File: src/rtl/fuzz_sig_pkg.sv
// Shared types and default constants for the fuzz result signature collector.
// Used by fuzz_sig_collector and fuzz_sig_fold.
package fuzz_sig_pkg;

    typedef enum logic [1:0] {
        ST_IDLE  = 2'd0,
        ST_RUN   = 2'd1,
        ST_DRAIN = 2'd2,
        ST_DONE  = 2'd3
    } state_e;

    localparam logic [31:0] DEF_POLY    = 32'h04C11DB7;
    localparam logic [31:0] DEF_SEED    = 32'hFFFFFFFF;
    // ceil(199 / 32): number of 32-bit words in the zero-extended result bus
    localparam int          FOLD_WORDS  = 7;

endpackage

File: src/rtl/fuzz_sig_fold.sv
// Combinational XOR fold of the zero-extended result bus into one SIG_W-bit word.
module fuzz_sig_fold
    import fuzz_sig_pkg::*;
#(
    parameter int Y_W     = 199,
    parameter int SIG_W   = 32,
    parameter int N_WORDS = FOLD_WORDS
) (
    input  logic [Y_W-1:0]   y_i,
    output logic [SIG_W-1:0] fold_o
);

    localparam int EXT_W = N_WORDS * SIG_W;

    logic [EXT_W-1:0] y_ext;

    always_comb begin
        y_ext          = '0;
        y_ext[Y_W-1:0] = y_i;
        fold_o         = '0;
        for (int w = 0; w < N_WORDS; w++) begin
            fold_o = fold_o ^ y_ext[w*SIG_W +: SIG_W];
        end
    end

endmodule

File: src/rtl/fuzz_sig_collector.sv
// Samples the fuzz DUT result bus, XOR-folds it and compacts it into a MISR signature.
// Optional expected-signature comparator enabled by defining FUZZ_SIG_CMP_EN.
module fuzz_sig_collector
    import fuzz_sig_pkg::*;
#(
    parameter int               Y_W     = 199,
    parameter int               SIG_W   = 32,
    parameter logic [SIG_W-1:0] POLY    = SIG_W'(DEF_POLY),
    parameter logic [SIG_W-1:0] SEED    = SIG_W'(DEF_SEED),
    parameter int               NUM_VEC = 21
) (
    input  logic             clk_i,
    input  logic             rst_i,
    input  logic             start_i,
    input  logic             en_i,
    input  logic [Y_W-1:0]   y_i,
    output logic             busy_o,
    output logic             sig_valid_o,
    output logic [SIG_W-1:0] sig_o,
    output logic [15:0]      vec_count_o
`ifdef FUZZ_SIG_CMP_EN
    ,
    input  logic [SIG_W-1:0] exp_sig_i,
    output logic             mismatch_o
`endif
);

    localparam int          N_WORDS   = (Y_W + SIG_W - 1) / SIG_W;
    localparam logic [15:0] NUM_VEC_C = 16'(NUM_VEC);

    state_e           state_q;
    logic [Y_W-1:0]   y_q;
    logic             y_vld_q;
    logic [SIG_W-1:0] fold_q;
    logic             fold_vld_q;
    logic [SIG_W-1:0] sig_q;
    logic [SIG_W-1:0] sig_d;
    logic [15:0]      cnt_q;
    logic             busy_q;
    logic             sig_valid_q;
    logic [SIG_W-1:0] fold_w;
    logic             accept;

    fuzz_sig_fold #(
        .Y_W     (Y_W),
        .SIG_W   (SIG_W),
        .N_WORDS (N_WORDS)
    ) u_fold (
        .y_i    (y_q),
        .fold_o (fold_w)
    );

    always_comb begin
        accept = (state_q == ST_RUN) && en_i && (cnt_q < NUM_VEC_C);
        sig_d  = sig_q;
        if (fold_vld_q) begin
            sig_d = {sig_q[SIG_W-2:0], 1'b0} ^ (sig_q[SIG_W-1] ? POLY : '0) ^ fold_q;
        end
    end

    // Pipeline: sample register -> fold register -> MISR, so a sample lands in sig two edges later.
    always_ff @(posedge clk_i) begin
        if (rst_i) begin
            state_q     <= ST_IDLE;
            y_q         <= '0;
            y_vld_q     <= 1'b0;
            fold_q      <= '0;
            fold_vld_q  <= 1'b0;
            sig_q       <= SEED;
            cnt_q       <= '0;
            busy_q      <= 1'b0;
            sig_valid_q <= 1'b0;
        end else begin
            y_vld_q    <= accept;
            fold_vld_q <= y_vld_q;
            sig_q      <= sig_d;
            if (accept) begin
                y_q   <= y_i;
                cnt_q <= cnt_q + 16'd1;
            end
            if (y_vld_q) begin
                fold_q <= fold_w;
            end
            case (state_q)
                ST_IDLE, ST_DONE: begin
                    if (start_i) begin
                        state_q     <= ST_RUN;
                        sig_q       <= SEED;
                        cnt_q       <= '0;
                        y_vld_q     <= 1'b0;
                        fold_q      <= '0;
                        fold_vld_q  <= 1'b0;
                        busy_q      <= 1'b1;
                        sig_valid_q <= 1'b0;
                    end
                end
                ST_RUN: begin
                    if (cnt_q == NUM_VEC_C) begin
                        state_q <= ST_DRAIN;
                    end
                end
                ST_DRAIN: begin
                    state_q     <= ST_DONE;
                    busy_q      <= 1'b0;
                    sig_valid_q <= 1'b1;
                end
                default: state_q <= ST_IDLE;
            endcase
        end
    end

`ifdef FUZZ_SIG_CMP_EN
    logic mismatch_q;

    // Compare against the value sig takes on DONE entry, which is sig_d during DRAIN.
    always_ff @(posedge clk_i) begin
        if (rst_i) begin
            mismatch_q <= 1'b0;
        end else if (((state_q == ST_IDLE) || (state_q == ST_DONE)) && start_i) begin
            mismatch_q <= 1'b0;
        end else if (state_q == ST_DRAIN) begin
            mismatch_q <= (sig_d != exp_sig_i);
        end
    end

    assign mismatch_o = mismatch_q;
`endif

    assign busy_o      = busy_q;
    assign sig_valid_o = sig_valid_q;
    assign sig_o       = sig_q;
    assign vec_count_o = cnt_q;

endmodule
File: config.mk
export PLATFORM = sky130hd
export DESIGN_NAME = fuzz_sig_collector
export DESIGN_NICKNAME = d
export VERILOG_FILES = /design/src/rtl/fuzz_sig_pkg.sv /design/src/rtl/fuzz_sig_fold.sv /design/src/rtl/fuzz_sig_collector.sv
export SDC_FILE = /design/constraint.sdc
export NUM_CORES = 1
export LEC_CHECK = 0
export BUFFER_PORTS_ARGS = -buffer_cell sky130_fd_sc_hd__buf_4
export CAP_MARGIN = 20
export CELL_PAD_IN_SITES_DETAIL_PLACEMENT = 0
export CELL_PAD_IN_SITES_GLOBAL_PLACEMENT = 1
export CORE_MARGIN = 2
export CORE_UTILIZATION = 45
export CTS_CLUSTER_DIAMETER = 150
export DETAILED_ROUTE_END_ITERATION = 8
export PLACE_DENSITY = 0.9
export SYNTH_ARGS = -nofsm -noshare
export SYNTH_HDL_FRONTEND = slang
export SYNTH_HIERARCHICAL = 1
export SYNTH_SLANG_ARGS = --single-unit
export TNS_END_PERCENT = 5
File: constraint.sdc
create_clock -name clk_i -period 3.4 [get_ports clk_i]
set_input_delay 0.34 -clock clk_i [delete_from_list [all_inputs] [get_ports clk_i]]
set_output_delay 0.34 -clock clk_i [all_outputs]
set_load 0.005 [all_outputs]
# After elaboration in Yosys (flattened, before gate mapping)

Index checks and enable logic that the tools add are counted.

Logic and storage cells: 53
Register bits: 285

Equal/unequal tests: 6
Mux-type cells: 21
Add/subtract/negate cells: 1
Bitwise operators: 8
$lt $le $gt $ge: 1
Reduce and logical (&&, ||, !) cells: 7

Operator list:

| operator                                                                 | count |
|---|---|
| 32-bit two-way mux                                                       | 6 |
| 32-bit XOR                                                               | 6 |
| 16-bit two-way mux                                                       | 3 |
| 32-bit by 27-bit XOR with 32-bit output                                  | 1 |
| 32-bit by 7-bit XOR with 32-bit output                                   | 1 |
| 27-bit two-way mux                                                       | 1 |
| 16-bit by 1-bit adder with 16-bit output (second input constant)         | 1 |
| 16-bit by 5-bit == test with 1-bit output (second input constant)        | 1 |
| 16-bit by 5-bit < comparator with 1-bit output (second input constant)   | 1 |
| 1-bit two-way mux                                                        | 6 |
| 2-bit case mux with 3 select lines                                       | 1 |
| 2-bit == test (second input constant)                                    | 2 |
| 2-bit two-way mux                                                        | 2 |
| 1-bit case mux with 2 select lines                                       | 2 |
| 2-bit AND reduction                                                      | 2 |
| 2-bit by 1-bit == test with 1-bit output (second input constant)         | 1 |
| 1-bit logical AND                                                        | 2 |
| 2-bit zero test                                                          | 1 |
| 2-bit by 1-bit inequality test with 1-bit output (second input constant) | 1 |
| 2-bit inequality test (second input constant)                            | 1 |
| 2-bit nonzero test                                                       | 1 |
| 2-bit OR reduction                                                       | 1 |

# Logic depth before layout (Yosys ltp)

Word-level depth: 9
Mapped depth: 9

# Cells and area by module

Netlist, hierarchy kept.

By module, submodules not included:

| module             | area an instance (um2) | sequential area each (um2) | instances | cells an instance |
|---|---|---|---|---|
| fuzz_sig_collector | 11005.6                | 5705.5                     | 1         | 1278 |
| fuzz_sig_fold      | 1657.8                 | 0.0                        | 1         | 128 |

# Worst setup path before layout

OpenSTA, ideal clock, no wires.

Kind: reg2reg
Start point: register state_q[1]
End point: register cnt_q[3] (netlist: vec_count_o[3])
Cell stages (with the launch flop): 8
Slack: 1.599 ns
Arrival time: 1.731 ns
Period minus slack after synthesis: 1.801 ns
Path through: dfxtp_1 -> inv_1 -> ha_1 -> nor4b_2 -> nand4_2 -> buf_2 -> or4_1 -> a21oi_1

Cells in the longest elaborated chain, start to end: 6

Ends and longest elaborated chain:

| item                                     | RTL line                 | source |
|---|---|---|
| start, declared                          | fuzz_sig_collector.sv:31 | `state_e state_q;` |
| start signal, assigned                   | fuzz_sig_collector.sv:64 | `state_q <= ST_IDLE;` |
| start signal, assigned                   | fuzz_sig_collector.sv:87 | `state_q <= ST_RUN;` |
| start signal, assigned                   | fuzz_sig_collector.sv:99 | `state_q <= ST_DRAIN;` |
| 2-bit by 1-bit == test with 1-bit output | fuzz_sig_collector.sv:54 | `accept = (state_q == ST_RUN) && en_i && (cnt_q < NUM_VEC_C);` |
| 1-bit logical AND (2 in a row)           | fuzz_sig_collector.sv:54 |  |
| 16-bit two-way mux                       | fuzz_sig_collector.sv:77 | `if (accept) begin` |
| 16-bit two-way mux                       | fuzz_sig_collector.sv:86 | `if (start_i) begin` |
| 16-bit two-way mux (*)                   | fuzz_sig_collector.sv:84 | `case (state_q)` |
| end signal, assigned                     | fuzz_sig_collector.sv:79 | `cnt_q <= cnt_q + 16'd1;` |
| end, declared                            | fuzz_sig_collector.sv:38 | `logic [15:0] cnt_q;` |

Every way passes the cells marked *; elsewhere a longest branch is shown, timed or not.
A chain may end at the register's enable or synchronous reset.

# Worst setup path after layout

Start point: register cnt_q[6] (netlist: vec_count_o[6])
End point: register y_q[174]

Cells in the longest elaborated chain, start to end: 2

Ends and longest elaborated chain:

| item                                           | RTL line                 | source |
|---|---|---|
| 16-bit by 5-bit < comparator with 1-bit output | fuzz_sig_collector.sv:54 |  |
| 1-bit logical AND                              | fuzz_sig_collector.sv:54 |  |
| end signal, assigned                           | fuzz_sig_collector.sv:78 | `y_q <= y_i;` |
| end, declared                                  | fuzz_sig_collector.sv:32 | `logic [Y_W-1:0] y_q;` |

No other way between the ends.

==> impl_results.md <==
* Core Area at 27780 um^2
* TritonCTS clock tree: built
* Layout Cells excl Fill at 1968
* Worst-Skew Late Latency at 0.55 ns
* Top FF cell, synth: dfxtp_1
* Detailed-route via count at between 10000 and 15000
* R2R Setup Slk at 0.95 ns
* Layout cells sized above 1 at 0.2015
* R2R depth at 5
* I/O pin total at between 200 and 300
* Hold_sp: y_i[143]
* F_max at 408.5 MHz
* Ordered cell list for the critical path: nor4b_2 > o21a_4 > buf_4 > o21ai_0 > a21oi_1
* Inserted Clock Buffers at 31
* Slowest stage delay, CP at 0.70 ns
* #FFs+latches synth at approximately 290
* Final hold vios at 0
* DP Wirelength at 23300 um
* RR Startpoint: vec_count_o[6]$_SDFF_PP0_
* Initial core utilization at 0.4558
* Port Buffers at roughly 250
* CP endpoint kind: flop
* Worst slew margin at 0.2128
* Pin count of the biggest net entering global routing at 203
* Pwr Density at 572.6 nW/um^2
* Post-Syn Area at 12660 um^2
* Total Routed Length at 35410 um
* WL/cell at 17.99 um
* H-tree depth at 1
* Post-DRT Antenna Nets at 0
* Ys Warns at 6
* Outcome: complete, no violations
* Vias in the first global route at 9906
* Final Critical Period at 2.448 ns
* Syn nets at 1614
* Max Slew Vio Count at 0
* WS Path Type: reg2reg
* Sequential fraction of the synthesis area at 0.4505
* Worst hold margin at slightly below 0.05 ns
* Total grt overflow at 0
* Placer Congestion at 0.8249
* CP arrival at 2.92 ns
* Clock buffer depth at 3
* R2r endpoint: y_q[174]$_SDFFE_PP0N_
* WHS Endpoint: y_q[143]$_SDFFE_PP0N_
* Startpoint class of the critical path: flop
* Drc violations at 0
* RSZ-0062 raised after global routing: false
* Mean Syn Cell Area at 9.007 um^2
* Drt initial violations at slightly above 1000
* Die H at 171.8 um
* First-pass GRT wire length at 53760 um
* CP max FO at 74
* Area Overhead vs Synth at 23.80%
* Vias/cell at 5.440
* Part of the cycle the worst path needs at 0.7199
* Distinct cells, synth at 30
* CTS Sinks at about 290
* Post-cts resize count at 0
* Total negative setup slack at 0 ns
* Setup Fix Bufs, Post-CTS at 0
* Initial antenna violation count at 3
* Reg clk slew, reported paths at 0.06 ns
* Fraction of registers with async set or reset after synthesis at 0
* Type of the worst min-delay path: in2reg
* Root Buffer: clkbuf_16
* Final net count at 1779
* Total GRT Usage at 0.2307
* Syn Inst Count at roughly 1400
* Tightest Pin Transition at ~1.2 ns
* Peak supply drop at 349.4 uV
* Rows at 61
* Die X-Extent at 171.8 um
* Worst Path Required at 3.87 ns
* Initial DRT Pass Iterations at 5
* Min-Delay Path Depth at 3
* Max-cap violations at 0
* Placed cell count at 1915
* Post-synth EDFFs at 0
* Setup Viol. Count Final at 0
* Layout Skew at about 0.015 ns
* Die area at 29500 um^2
* CP max-delay cell: o21a_4
* Leakage power total at 6.059 nW
* Hold-fix buffers, CTS at 0
==> critical path, delay by kind of cell, from the launching register on <==
family                 cells  cell delay [ns]
AOI/OAI and AO/OA          3             1.02
and+or+nand+nor            1             0.59
DFF                        1             0.35
buffers and inverters      1             0.39
==> layer usage <==
metal / track usage / routed length (um)
met1: 0.3546 / 16840
met2: 0.3339 / 15280
met3: 0.04050 / 2612
met4: 0.05444 / 663
met5: 0 / 16
==> cells in the mapped netlist, types with 2 or more instances <==
master,number,area [um^2]
and2_1,13,81.33
clkbuf_1,104,390.4
inv_1,7,26.28
a21oi_1,209,1046
ha_1,5,62.56
nand3_1,202,1011
dfxtp_1,285,5705
nor2b_1,2,12.51
nor3_1,2,10.01
xnor3_1,52,1171
xnor2_1,108,945.9
o21ai_0,236,1181
mux2i_1,32,320.3
nor2_1,36,135.1
o31ai_1,2,15.01
nand2_1,67,251.5
nor4b_2,2,30.03
or4_1,2,15.01
buf_2,24,120.1
nor4_4,2,42.54
buf_1,5,18.77
==> state kept, by name, indices dropped and copies added, names as in the netlist <==
register / flops
busy_o: 1
fold_q: 32
fold_vld_q: 1
sig_o: 32
sig_valid_o: 1
state_q: 2
vec_count_o: 16
y_q: 199
y_vld_q: 1
==> metrics by stage <==
step / power [W] / area, um^2 / setup slack [ns] / utilization
after floorplan: 0.005150 / 12660 / 1.599 / -
after global placement: 0.005787 / 14700 / 1.062 / 0.5291
after detailed placement: 0.005826 / 14700 / 0.9529 / 0.5291
after CTS: 0.008990 / 15650 / 0.9432 / 0.5634
after global routing: 0.009341 / 15680 / 0.6744 / 0.5643
final: 0.008976 / 15680 / 0.9523 / 0.5643
==> kinds of logic after synthesis <==
kind of cell    after synthesis  synth area share
compound gates              450            0.1788
buf+inv                     140           0.04387
simple gates                334            0.1293
xor+xnor                    160            0.1672
flops                       285            0.4505
mux                          32           0.02529
fa+ha+maj                     5          0.004940
==> how the worst max path moves through the flow <==
stage	slack [ns]	endpoint	startpoint
2_1_floorplan	1.60	vec_count_o[3]$_SDFF_PP0_	state_q[1]$_SDFFE_PP0P_
3_3_place_gp	1.06	y_q[109]$_SDFFE_PP0N_	vec_count_o[6]$_SDFF_PP0_
3_5_place_dp	0.95	y_q[174]$_SDFFE_PP0N_	vec_count_o[6]$_SDFF_PP0_
4_1_cts	0.94	y_q[174]$_SDFFE_PP0N_	vec_count_o[6]$_SDFF_PP0_
5_1_grt	0.67	y_q[73]$_SDFFE_PP0N_	vec_count_o[0]$_SDFF_PP0_
6_report	0.95	y_q[174]$_SDFFE_PP0N_	vec_count_o[6]$_SDFF_PP0_
==> report_power, final <==
group | switching (W) | internal [W] | total [W]
registers | 0.000194 | 0.00361 | 0.00380
logic | 0.00101 | 0.000981 | 0.00199
clock network | 0.00131 | 0.00187 | 0.00318
==> layout by cell type, fill, tap and decap left out, types with 2 or more instances in the layout <==
| cell type | n |
|---|---|
| clkbuf_1 | 7 |
| dfxtp_2 | 2 |
| and2_1 | 13 |
| nor2b_1 | 2 |
| o21ai_0 | 235 |
| nor4b_2 | 2 |
| clkbuf_8 | 10 |
| buf_12 | 6 |
| o31ai_1 | 2 |
| mux2i_1 | 32 |
| nand3_1 | 202 |
| nor3_1 | 2 |
| inv_1 | 7 |
| buf_4 | 258 |
| nor4_4 | 2 |
| dfxtp_1 | 283 |
| diode_2 | 2 |
| nor2_1 | 36 |
| xnor2_1 | 108 |
| clkbuf_16 | 31 |
| nand2_1 | 67 |
| ha_1 | 5 |
| or4_1 | 2 |
| xnor3_1 | 52 |
| a21oi_1 | 208 |
==> area by class of cell <==
type / instances / area [um^2]
Antenna cell: 2 / 5.005
Clock buffer: 48 / 939.7
Clock inverter: 2 / 13.76
Fill cell: 2575 / 12100
Inverter: 7 / 26.28
Multi-Input combinational cell: 981 / 6444
Sequential cell: 285 / 5708
Tap cell: 378 / 473.0
Timing Repair Buffer: 265 / 2068
No activity file was read; power rests on OpenSTA's default activity.
